==> config.mk <==
export PLATFORM = sky130hd
export DESIGN_NAME = uart_tx_core
export DESIGN_NICKNAME = d
export VERILOG_FILES = /design/src/rtl/uart_pkg.sv /design/src/rtl/uart_baud_tick.sv /design/src/rtl/uart_tx_core.sv
export SDC_FILE = /design/constraint.sdc
export NUM_CORES = 1
export LEC_CHECK = 0
export CORE_MARGIN = 1.5
export CORE_UTILIZATION = 52
export DETAILED_ROUTE_END_ITERATION = 10
export PLACE_DENSITY = 0.76
export SLEW_MARGIN = 20
export SYNTH_ARGS = -nofsm -noshare
export SYNTH_HDL_FRONTEND = slang
export SYNTH_HIERARCHICAL = 1
export SYNTH_SLANG_ARGS = --single-unit
==> constraint.sdc <==
create_clock -name clk -period 2.23 [get_ports clk]
set_input_delay 0.3345 -clock clk [delete_from_list [all_inputs] [get_ports clk]]
set_output_delay 0.3345 -clock clk [all_outputs]
set_load 0.005 [all_outputs]
==> src/rtl/uart_pkg.sv <==
// UART transmitter shared definitions.
// FSM state encoding and serial line level constants.
package uart_pkg;

  typedef enum logic [2:0] {
    IDLE,
    START,
    DATA,
    PARITY,
    STOP
  } state_t;

  localparam logic LINE_IDLE = 1'b1;
  localparam logic START_LVL = 1'b0;
  localparam logic STOP_LVL  = 1'b1;

endpackage

==> src/rtl/uart_baud_tick.sv <==
// Bit-period divider: counts 0..CLKS_PER_BIT-1 while en is high.
// Ports: clk, reset (sync, active-high), en, bit_end (last-count pulse).
module uart_baud_tick #(
  parameter int CLKS_PER_BIT = 1
) (
  input  logic clk,
  input  logic reset,
  input  logic en,
  output logic bit_end
);

  localparam int CW = $clog2(CLKS_PER_BIT) + 1;
  localparam logic [CW-1:0] LAST = CW'(CLKS_PER_BIT - 1);

  logic [CW-1:0] cnt;

  always_ff @(posedge clk) begin
    if (reset || !en) begin
      cnt <= '0;
    end else if (cnt == LAST) begin
      cnt <= '0;
    end else begin
      cnt <= cnt + 1'b1;
    end
  end

  assign bit_end = en && (cnt == LAST);

endmodule

==> src/rtl/uart_tx_core.sv <==
// UART transmitter: start, DATA_BITS LSB-first, optional parity, stop.
// Ports: clk, reset (sync, active-high), tx_start, data_in,
//   tx_done (1-cycle pulse), tx_serial (idle high).
// Macro UART_PARITY_EN inserts an even-parity bit before stop.
module uart_tx_core
  import uart_pkg::*;
#(
  parameter int CLKS_PER_BIT = 1,
  parameter int DATA_BITS    = 8
) (
  input  logic                 clk,
  input  logic                 reset,
  input  logic                 tx_start,
  input  logic [DATA_BITS-1:0] data_in,
  output logic                 tx_done,
  output logic                 tx_serial
);

  localparam int BW = $clog2(DATA_BITS);
  localparam logic [BW-1:0] LAST_BIT = BW'(DATA_BITS - 1);

  state_t               state, state_n;
  logic [BW-1:0]        bit_cnt, bit_cnt_n;
  logic [DATA_BITS-1:0] shift, shift_n;
  logic                 done_q, done_n;
  logic                 serial_n;
  logic                 bit_end;
`ifdef UART_PARITY_EN
  logic                 par_q, par_n;
`endif

  uart_baud_tick #(
    .CLKS_PER_BIT(CLKS_PER_BIT)
  ) u_tick (
    .clk    (clk),
    .reset  (reset),
    .en     (state != IDLE),
    .bit_end(bit_end)
  );

  always_comb begin
    state_n   = state;
    bit_cnt_n = bit_cnt;
    shift_n   = shift;
    done_n    = 1'b0;
    serial_n  = LINE_IDLE;
`ifdef UART_PARITY_EN
    par_n     = par_q;
`endif
    unique case (state)
      IDLE: begin
        if (tx_start) begin
          state_n   = START;
          shift_n   = data_in;
          bit_cnt_n = '0;
`ifdef UART_PARITY_EN
          par_n     = ^data_in;
`endif
        end
      end
      START: begin
        serial_n = START_LVL;
        if (bit_end) state_n = DATA;
      end
      DATA: begin
        serial_n = shift[0];
        if (bit_end) begin
          shift_n = shift >> 1;
          if (bit_cnt == LAST_BIT) begin
            bit_cnt_n = '0;
`ifdef UART_PARITY_EN
            state_n   = PARITY;
`else
            state_n   = STOP;
`endif
          end else begin
            bit_cnt_n = bit_cnt + 1'b1;
          end
        end
      end
`ifdef UART_PARITY_EN
      PARITY: begin
        serial_n = par_q;
        if (bit_end) state_n = STOP;
      end
`endif
      STOP: begin
        serial_n = STOP_LVL;
        if (bit_end) begin
          state_n = IDLE;
          done_n  = 1'b1;
        end
      end
      default: state_n = IDLE;
    endcase
  end

  // Line and done are registered from the current state, so both
  // trail the FSM by one cycle; done needs the extra done_q stage
  // to land on the idle cycle after the stop bit has been on the line.
  always_ff @(posedge clk) begin
    if (reset) begin
      state     <= IDLE;
      bit_cnt   <= '0;
      shift     <= '0;
      done_q    <= 1'b0;
      tx_done   <= 1'b0;
      tx_serial <= LINE_IDLE;
`ifdef UART_PARITY_EN
      par_q     <= 1'b0;
`endif
    end else begin
      state     <= state_n;
      bit_cnt   <= bit_cnt_n;
      shift     <= shift_n;
      done_q    <= done_n;
      tx_done   <= done_q;
      tx_serial <= serial_n;
`ifdef UART_PARITY_EN
      par_q     <= par_n;
`endif
    end
  end

endmodule

==> run metrics <==
global-route wire length before repair=3020 um; timing-limited maximum frequency=560 MHz; via count=758; post-placement cell area=0.00100 mm2; TritonCTS clock tree=yes; Synth Area in XOR/XNOR=0%; initial drt markers=19; number of buffers between clock root and the deepest sink=2; Leakage Power=0.389 nW; Inserted Clock Buffers=3; multiplexer share of the synthesized area=3.83%; Area growth, synth to finish=13.7%; final HPWL from detailed placement=1110 um; Final Non-Filler Cells=127; Final Hold Fails=0; maximum fanout along the worst path=16; Synthesized Nets=117; status=complete, no violations; starting density of the core=58.0%; overall routed net length=1700 um; register bit count reported by yosys=18; final setup violation count=0; vertical extent of the die=44.9 um; worst IR drop on VDD=0.331 mV; hold-fix buffer count after cts=0; Layout Skew=0.00140 ns; required time of the critical path=2.44 ns; post-synthesis compound-gate area fraction=23.1%; final std cell area, no fill=0.00104 mm2; per-cell via count in the routed design=5.97; maxcap violations=0; clk sinks=18; Worst Hold End=tx_done; die width=44.9 um; number of max-slew violations in the final report=0; Final GP Congestion=0.778; hold-critical path depth=1; hold path start=done_q; DRC violation count after routing=0; number of cells produced by synthesis=104; reg-to-reg endpoint=shift[7]; worst min path class=flip-flop to flip-flop; Pwr Total=0.656 mW; FF-to-FF setup slack=0.45 ns; Avg Inst Size Synth=8.79 um2; Critical Path AT=2.00 ns; total negative setup slack=0 ns; startpoint of the worst register-to-register path=state[0]; overflow left after global routing=0; layout filler cell count=123; global routing usage summed across all routing layers=20.7%; clk slew on worst S/H paths=0.10 ns; Yosys Warn Count=6; unrepaired setup endpoints after global routing=no; final worst path period share=80.0%; largest net degree at the start of global routing=26; routed length per instance=13.4 um; path type of the worst setup path=flip-flop to flip-flop; cell area after technology mapping=915 um2; count of distinct cell types in the synthesized netlist=32; Detailed Routing Iterations Pass 1=4; Skew-Pair Late Insertion Delay=0.29 ns; pre-CTS setup slack=0.454 ns; number of global-route vias before repair=699; Die Outline Area=0.00202 mm2; initial antenna violation count=0; reg2reg path depth=5; proportion of layout cells with a drive suffix above 1=9.01%; post-layout min period=1.78 ns; core region area=0.00158 mm2; Layout Nets=125; power density over the cells=631 mW/mm2; crit end category=flip-flop; Rows=14; number of gates resized after CTS=0; Post-CTS Setup Bufs=0; Routed Antenna Nets=0; Final WS setup=0.445 ns; combinational family with the most area after synthesis=compound AO/OA/AOI/OAI gates; category of the worst setup path launch point=flip-flop; number of placed instances with taps included=123; number of antenna repair diodes=0; part of the Yosys area used for sequential elements=39.4%; adder and majority gate portion of the synthesized area=2.74%; simple-gate share of the synthesized area=20.4%; I/O pin count=13; H-tree depth=1; port bufs=12; CTS root buf=sky130_fd_sc_hd__clkbuf_4
## worst max path at each step
stage	startpoint	endpoint	slack (ns)	cells past startpoint
2_1_floorplan	state[1]	shift[7]	0.36	8
3_3_place_gp	tx_start	shift[7]	0.48	4
3_5_place_dp	tx_start	shift[7]	0.45	4
4_1_cts	state[0]	shift[7]	0.45	5
5_1_grt	state[0]	shift[6]	0.34	5
6_report	state[0]	shift[7]	0.45	5
## sequential cells by signal, summed over array words and instances, names as in the netlist
| register | count |
|---|---|
| state | 3 |
| done_q | 1 |
| tx_done | 1 |
| bit_cnt | 3 |
| u_tick/cnt | 1 |
| tx_serial | 1 |
| shift | 8 |
## area by class of cell
type	instances	area [um2]	area share (%)
clock buffer	4	36.3	3.49
inverter	7	26.3	2.53
tap	16	20.0	1.93
multi-input combinational	68	462	44.4
timing repair buffer	14	135	13.0
sequential	18	360	34.7
## layer usage
layer,vias up,GRT usage [%],wire (um)
met3,6,4.80,57
met1,350,26.8,834
li1,386,-,-
met4,0,10.6,31
met2,16,32.0,774
met5,-,0,0
## logic make-up (layout without fill, tap and decap cells)
logic type / Yosys count / after routing
AO/OA/AOI/OAI: 31 / 31
AND/OR/NAND/NOR: 31 / 31
adder cells (fa/ha/maj): 2 / 2
flip-flops: 18 / 18
buffers and inverters: 18 / 25
multiplexers: 3 / 3
other: 1 / 1
## cell usage in the layout, fill, tap and decap left out, types with 2 or more instances in the layout
master / synthesis / layout
sky130_fd_sc_hd__ha_1: 2 / 2
sky130_fd_sc_hd__a32o_1: 6 / 6
sky130_fd_sc_hd__nor3_1: 3 / 3
sky130_fd_sc_hd__a211oi_1: 7 / 7
sky130_fd_sc_hd__mux2i_1: 2 / 2
sky130_fd_sc_hd__dfxtp_1: 18 / 18
sky130_fd_sc_hd__clkbuf_4: 0 / 3
sky130_fd_sc_hd__a21oi_1: 11 / 11
sky130_fd_sc_hd__o21ai_0: 4 / 4
sky130_fd_sc_hd__nand4_1: 2 / 2
sky130_fd_sc_hd__nor2b_1: 4 / 4
sky130_fd_sc_hd__nand3b_1: 3 / 3
sky130_fd_sc_hd__nand2_1: 2 / 2
sky130_fd_sc_hd__clkdlybuf4s50_1: 0 / 12
sky130_fd_sc_hd__inv_1: 7 / 7
sky130_fd_sc_hd__nor2_1: 8 / 8
sky130_fd_sc_hd__buf_4: 3 / 2
sky130_fd_sc_hd__or3_1: 2 / 2
## cells in the mapped netlist, drive strengths merged
cell / n / area (um2)
dfxtp: 18 / 360
a21oi: 11 / 55.1
nor2: 9 / 41.3
buf: 8 / 53.8
a211oi: 7 / 52.6
inv: 7 / 26.3
a32o: 6 / 60.1
nor2b: 5 / 38.8
o21ai: 4 / 20.0
clkbuf: 3 / 12.5
nand3b: 3 / 22.5
nor3: 3 / 15.0
ha: 2 / 25.0
mux2i: 2 / 20.0
nand2: 2 / 7.51
nand4: 2 / 12.5
or3: 2 / 12.5
a211o: 1 / 8.76
a22oi: 1 / 7.51
conb: 1 / 3.75
mux2: 1 / 15.0
nand3: 1 / 5.00
nand4b: 1 / 8.76
nor3b: 1 / 7.51
o31ai: 1 / 7.51
or2: 1 / 6.26
or3b: 1 / 8.76
## critical path, stage by stage, from the launching register on
cell                      delay, ns
sky130_fd_sc_hd__dfxtp_1       0.43
sky130_fd_sc_hd__or3_1         0.40
sky130_fd_sc_hd__nor2b_4       0.19
sky130_fd_sc_hd__mux2_4        0.32
sky130_fd_sc_hd__a211o_1       0.31
sky130_fd_sc_hd__o31ai_1       0.06
## per-stage QoR
step | util (%) | hold WS, ns
finish | 66.0 | 0.451
CTS | 66.0 | 0.457
floorplan | - | 0.414
global placement | 63.7 | 0.425
detailed placement | 63.7 | 0.428
global route | 66.0 | 0.465
## power breakdown
part / switching, mW / leakage (nW) / total, mW / internal [mW]
clock network: 0.102 / 0.0210 / 0.202 / 0.0994
logic: 0.0517 / 0.220 / 0.104 / 0.0523
registers: 0.0117 / 0.148 / 0.351 / 0.339
Power figures use the tool's default switching activity.
